### src/rtl/node0_feeder_pkg.sv
// Shared constants for the node0 feeder: FSM encodings, default sizing and
// the timeout counter width helper.
package node0_feeder_pkg;

  localparam int unsigned DefW     = 16;
  localparam int unsigned DefDepth = 4;
  localparam int unsigned DefTmo   = 1024;

  localparam logic [1:0] StIdle  = 2'd0;
  localparam logic [1:0] StStart = 2'd1;
  localparam logic [1:0] StWait  = 2'd2;

  // Counter must hold TMO-1; keep at least one bit so TMO of 0..2 still elaborates.
  function automatic int unsigned cnt_width(input int unsigned tmo);
    return (tmo > 2) ? int'($clog2(tmo)) : 1;
  endfunction

endpackage

### src/rtl/node_arg_fifo.sv
// Synchronous argument FIFO; pointers carry one extra wrap bit so that
// full and empty are distinguishable without a separate count.
module node_arg_fifo
  import node0_feeder_pkg::*;
#(
  parameter int unsigned W     = 3 * DefW,
  parameter int unsigned DEPTH = DefDepth
) (
  input  logic         CLK,
  input  logic         RST,
  input  logic         push,
  input  logic         pop,
  input  logic [W-1:0] din,
  output logic [W-1:0] dout,
  output logic         full,
  output logic         empty
);

  localparam int unsigned AW     = $clog2(DEPTH);
  localparam logic [AW:0] PtrOne = (AW + 1)'(1);

  logic [W-1:0] mem_q [DEPTH];
  logic [AW:0]  wptr_q, wptr_d;
  logic [AW:0]  rptr_q, rptr_d;
  logic         do_push, do_pop;

  assign full    = (wptr_q[AW] != rptr_q[AW]) && (wptr_q[AW-1:0] == rptr_q[AW-1:0]);
  assign empty   = (wptr_q == rptr_q);
  assign do_push = push && !full;
  assign do_pop  = pop && !empty;
  assign dout    = mem_q[rptr_q[AW-1:0]];

  always_comb begin
    wptr_d = wptr_q;
    rptr_d = rptr_q;
    if (do_push) wptr_d = wptr_q + PtrOne;
    if (do_pop)  rptr_d = rptr_q + PtrOne;
  end

  always_ff @(posedge CLK or negedge RST) begin
    if (!RST) begin
      wptr_q <= '0;
      rptr_q <= '0;
    end else begin
      wptr_q <= wptr_d;
      rptr_q <= rptr_d;
    end
  end

  always_ff @(posedge CLK) begin
    if (do_push) mem_q[wptr_q[AW-1:0]] <= din;
  end

endmodule

### src/rtl/node0_feeder.sv
// Job scheduler around a node0 core: queues argument triples, starts the
// node with a one-cycle ST pulse, and hands the result (or a timeout marker) downstream.
module node0_feeder
  import node0_feeder_pkg::*;
#(
  parameter int unsigned W     = DefW,
  parameter int unsigned DEPTH = DefDepth,
  parameter int unsigned TMO   = DefTmo
) (
  input  logic         CLK,
  input  logic         RST,
  input  logic         IVALID,
  output logic         IREADY,
  input  logic [W-1:0] A0,
  input  logic [W-1:0] A1,
  input  logic [W-1:0] A2,
  output logic         ST,
  output logic [W-1:0] IN0,
  output logic [W-1:0] IN1,
  output logic [W-1:0] IN2,
  input  logic         RD,
  input  logic [W-1:0] RES,
  output logic         OVALID,
  input  logic         OREADY,
  output logic [W-1:0] OUT,
  output logic         OERR,
  output logic         BUSY
);

  localparam int unsigned   CW      = cnt_width(TMO);
  localparam logic [CW-1:0] TmoLast = CW'((TMO > 0) ? TMO - 1 : 0);
  localparam logic [CW-1:0] CntOne  = CW'(1);

  logic [1:0]     state_q, state_d;
  logic           st_q, st_d;
  logic [W-1:0]   in0_q, in0_d, in1_q, in1_d, in2_q, in2_d;
  logic [W-1:0]   out_q, out_d;
  logic           oerr_q, oerr_d;
  logic           ovalid_q, ovalid_d;
  logic [CW-1:0]  cnt_q, cnt_d;
  logic [3*W-1:0] head;
  logic           fifo_full, fifo_empty, fifo_pop;
  logic           slot_free, timed_out;

  node_arg_fifo #(
    .W     (3 * W),
    .DEPTH (DEPTH)
  ) u_fifo (
    .CLK   (CLK),
    .RST   (RST),
    .push  (IVALID),
    .pop   (fifo_pop),
    .din   ({A0, A1, A2}),
    .dout  (head),
    .full  (fifo_full),
    .empty (fifo_empty)
  );

  assign fifo_pop  = (state_q == StIdle) && !fifo_empty;
  assign slot_free = !ovalid_q || OREADY;
  assign timed_out = (TMO != 0) && (cnt_q == TmoLast);

  always_comb begin
    state_d  = state_q;
    st_d     = st_q;
    in0_d    = in0_q;
    in1_d    = in1_q;
    in2_d    = in2_q;
    out_d    = out_q;
    oerr_d   = oerr_q;
    cnt_d    = cnt_q;
    ovalid_d = ovalid_q && !OREADY;
    case (state_q)
      StIdle: begin
        if (!fifo_empty) begin
          {in0_d, in1_d, in2_d} = head;
          st_d    = 1'b1;
          state_d = StStart;
        end
      end
      StStart: begin
        st_d    = 1'b0;
        cnt_d   = '0;
        state_d = StWait;
      end
      StWait: begin
        // A real result wins over a timeout that expires on the same edge.
        if ((RD || timed_out) && slot_free) begin
          out_d    = RD ? RES : '1;
          oerr_d   = !RD;
          ovalid_d = 1'b1;
          state_d  = StIdle;
        end else if ((TMO != 0) && !timed_out && slot_free) begin
          cnt_d = cnt_q + CntOne;
        end
      end
      default: state_d = StIdle;
    endcase
  end

  always_ff @(posedge CLK or negedge RST) begin
    if (!RST) begin
      state_q  <= StIdle;
      st_q     <= 1'b0;
      in0_q    <= '0;
      in1_q    <= '0;
      in2_q    <= '0;
      out_q    <= '0;
      oerr_q   <= 1'b0;
      ovalid_q <= 1'b0;
      cnt_q    <= '0;
    end else begin
      state_q  <= state_d;
      st_q     <= st_d;
      in0_q    <= in0_d;
      in1_q    <= in1_d;
      in2_q    <= in2_d;
      out_q    <= out_d;
      oerr_q   <= oerr_d;
      ovalid_q <= ovalid_d;
      cnt_q    <= cnt_d;
    end
  end

  assign IREADY = !fifo_full;
  assign ST     = st_q;
  assign IN0    = in0_q;
  assign IN1    = in1_q;
  assign IN2    = in2_q;
  assign OVALID = ovalid_q;
  assign OUT    = out_q;
  assign OERR   = oerr_q;
  assign BUSY   = (state_q != StIdle) || !fifo_empty;

endmodule
### config.mk
export PLATFORM = sky130hd
export DESIGN_NAME = node0_feeder
export DESIGN_NICKNAME = d
export VERILOG_FILES = /design/src/rtl/node0_feeder_pkg.sv /design/src/rtl/node_arg_fifo.sv /design/src/rtl/node0_feeder.sv
export SDC_FILE = /design/constraint.sdc
export NUM_CORES = 1
export LEC_CHECK = 0
export ABC_AREA = 1
export BUFFER_PORTS_ARGS = -buffer_cell sky130_fd_sc_hd__buf_2
export CAP_MARGIN = 30
export CORE_MARGIN = 3
export CORE_UTILIZATION = 45
export CTS_BUF_LIST = sky130_fd_sc_hd__clkbuf_4 sky130_fd_sc_hd__clkbuf_8
export CTS_CLUSTER_DIAMETER = 40
export CTS_CLUSTER_SIZE = 10
export DETAILED_ROUTE_END_ITERATION = 8
export PLACE_DENSITY = 0.61
export SETUP_SLACK_MARGIN = 0.2
export SYNTH_ARGS = -nofsm -noshare
export SYNTH_HDL_FRONTEND = slang
export SYNTH_SLANG_ARGS = --single-unit
### constraint.sdc
create_clock -name CLK -period 4.6 [get_ports CLK]
set_clock_uncertainty 0.05 [all_clocks]
set_input_delay 0 -clock CLK [delete_from_list [all_inputs] [get_ports CLK]]
set_output_delay 0 -clock CLK [all_outputs]
set_load 0.05 [all_outputs]
==> run_results.csv <==
group,metric,value,unit
outcome,status,"finished, final reports clean",
worst_setup_path,crit_buf_inv,1,
clocking,h-tree-depth,2,
route,wl_met3,1.17,mm
synthesis,synth_nets,1025,
synthesis,synth_async_sr_flop_share,30.7,%
synthesis,synth_top_cell_by_area,"edfxtp_1",
grt,antenna_found_initial,0,
synthesis,yosys.area.top_type_share,52.1,%
route,drtAntennaViolNets,0,
clocking,clock_latency,520,ps
route,wl,23.7,mm
sta,worst_slack,1630,ps
placement,dp_hpwl,13.6,mm
route,drt-met1-wl,11.1,mm
route,wl_per_cell,15.7,um
sta,fin_tns_setup,0,ps
route,detailedRoute.firstIterationViolations,581,
sta,setup_viol,0,
synthesis,synth_common_cells,"nand2_1, edfxtp_1, nor2_1",
cells_and_area,nFillCells,2065,
synthesis,yosys_warnings,0,
placement,place_area,12000,um^2
grt,gr-total-overflow,0,
grt,grt_usage,17.9,%
cells_and_area,finalNetCount,1236,
clocking,cts_buffers,40,
synthesis,synth_cells,950,
synthesis,synth_ff_type,"edfxtp_1",
power,max-vdd-ir-drop,361,uV
clocking,root_buffer,"clkbuf_8",
clocking,clock-sinks,277,
die,rows,56,
cells_and_area,design_area,13500,um^2
worst_setup_path,worstPathRequired,4740,ps
synthesis,yosysSeqAreaShare,71.3,%
worst_setup_path,path_max_fanout,52,
worst_setup_path,critical_path_class,"register to register",
worst_setup_path,start_kind,"register",
cells_and_area,n_antenna_cell,0,
worst_setup_path,cp_cell_sequence,"xnor2_2 > nand3b_1 > nand2_1 > nor2_4 > buf_4",
sta,holdWs,168,ps
placement,io_buffers,137,
die,die_x,163,um
hold_path,hold_class,"input port to register",
route,drc,0,
placement,gp_congestion,0.728,
sta,slew_headroom,34.4,%
sta,tightest_slew,984,ps
route,top_layer_used,"met4",
synthesis,synth-edff-count,192,
sta,max_freq,337,MHz
worst_setup_path,slowest_stage,"dfrtp_4",
route,viasPerCell,4.84,
die,io-pin-count,138,
synthesis,synthesis.area,11100,um^2
synthesis,yosys_register_bits,277,
route,vias,7312,
cells_and_area,utilization,56.7,%
die,initial_core_util,46.5,%
route,first_pass_iters,5,
power,power.density,716,nW/um^2
synthesis,yosysMostFrequentCell,"nand2_1",
synthesis,avgSynthCellArea,11.7,um^2
synthesis,yosysUniqueCellTypes,31,
grt,grt_max_degree,99,
worst_setup_path,cp-end-kind,"register",
sta,layout_min_cycle_time,2970,ps
sta,hold_viol,0,
sta,grt_setup_unrepaired,"false",
sta,drv_slew,0,
synthesis,yosys-top-cells-area,"edfxtp_1, dfrtp_1, nand2_1, nor2_1, o21ai_0",
clocking,cts_tree,"done",
worst_setup_path,critPathArrivalTime,3110,ps
cells_and_area,drive_gt1_share,21.8,%
sta,period_share,64.5,%
cells_and_area,area_growth,22.0,%
power,leakage,0.00552,uW
clocking,cts_resized,0,
die,die_y,163,um
grt,grt_pass1_vias,7420,
placement,dp_slack,1620,ps
die,dieArea,26500,um^2
flow_run,maxCapViolCount,0,
clocking,clock_path_buffers,3,
worst_setup_path,path_delay_family,"simple AND/OR/NAND/NOR gates",
route,dr_wl_met2,11.0,mm
clocking,path_clk_slew,70,ps
worst_setup_path,cp_slowest_stage_delay,800,ps
grt,grt_pass1_wl,38.4,mm
die,core,23800,um^2
==> sequential cells by signal (all words and copies together), names as in the netlist, 2 cells and up <==
register	count
OUT	16
u_fifo.wptr_q	3
IN2	16
cnt_q	10
u_fifo.rptr_q	3
IN1	16
IN0	16
u_fifo.mem_q	192
state_q	2
==> power by group <==
group / leakage, uW / internal [uW] / switching [uW]
Clock: 0.000435 / 1050 / 926
Combinational: 0.00227 / 971 / 2950
Sequential: 0.00281 / 3440 / 327
Total: 0.00552 / 5470 / 4200
==> worst paths after layout <==
check                                              from                            end  slack [ps]  cells past startpoint
setup / recovery           u_fifo.rptr_q[0]$_DFFE_PN0P_  u_fifo.mem_q[0][16]$_DFFE_PP_        1630                      5
hold / removal                                       RD               OERR$_DFFE_PN0P_         170                      3
setup reg to reg           u_fifo.rptr_q[0]$_DFFE_PN0P_  u_fifo.mem_q[0][16]$_DFFE_PP_        1630                      5
hold reg to reg                     OUT[10]$_DFFE_PN0P_            OUT[10]$_DFFE_PN0P_         420                      2
max in group asynchronous                           RST   u_fifo.rptr_q[1]$_DFFE_PN0P_        3150                      4
min in group asynchronous                           RST             IN0[5]$_DFFE_PN0P_         500                      4
==> cells by family after synthesis <==
kind of cell             share of synthesized area [%]
AO/OA/AOI/OAI                                     8.41
XOR/XNOR                                         0.610
adder cells (fa/ha/maj)                          0.678
buffers and inverters                             3.58
flip-flops                                        71.3
AND/OR/NAND/NOR                                   15.4
==> metal layers <==
layer | GRT usage [%] | vias to the layer above
met2 | 29.5 | 173
met3 | 3.41 | 34
met5 | 0 | -
met4 | 4.15 | 0
li1 | - | 3648
met1 | 25.0 | 3457
==> tightest hold or removal path: cells and delay by family <==
family,cells,cell delay (ps)
AOI/OAI and AO/OA,1,60
buffers and inverters,2,650
==> layout by cell type (no fill, tap or decap), types with 6 or more instances in the layout <==
cell type / n
clkinv_1: 7
clkbuf_8: 44
ha_1: 6
o21ai_0: 129
inv_1: 20
o21ai_2: 21
nand2_1: 209
edfxtp_1: 192
buf_2: 136
o21ai_1: 19
clkbuf_4: 12
clkinv_2: 6
nor2_4: 6
nand3_1: 13
dfrtp_1: 83
dlygate4sd3_1: 69
buf_4: 9
nor2_1: 174
==> cell type report <==
type,count,area (um^2),area share (%)
multi-input cells,602,2810,20.8
well taps,319,399,2.96
clock buffers,56,696,5.15
repair buffers,216,1480,11.0
clock inverters,17,125,0.927
flip-flops and latches,277,7900,58.5
inverters,24,93.8,0.695
==> stage by stage <==
stage / std cells / total power (uW)
2_1_floorplan: 950 / 6820
3_3_place_gp: 1368 / 7650
3_5_place_dp: 1368 / 7720
4_1_cts: 1511 / 9780
5_1_grt: 1511 / 10400
6_report: 1511 / 9670
==> what timing repair did <==
item,CTS,global route
hold buffers,70,0
buffers inserted,0,0
endpoints found under the hold margin,239,0
Note: power is estimated with default switching activity, not from simulation.
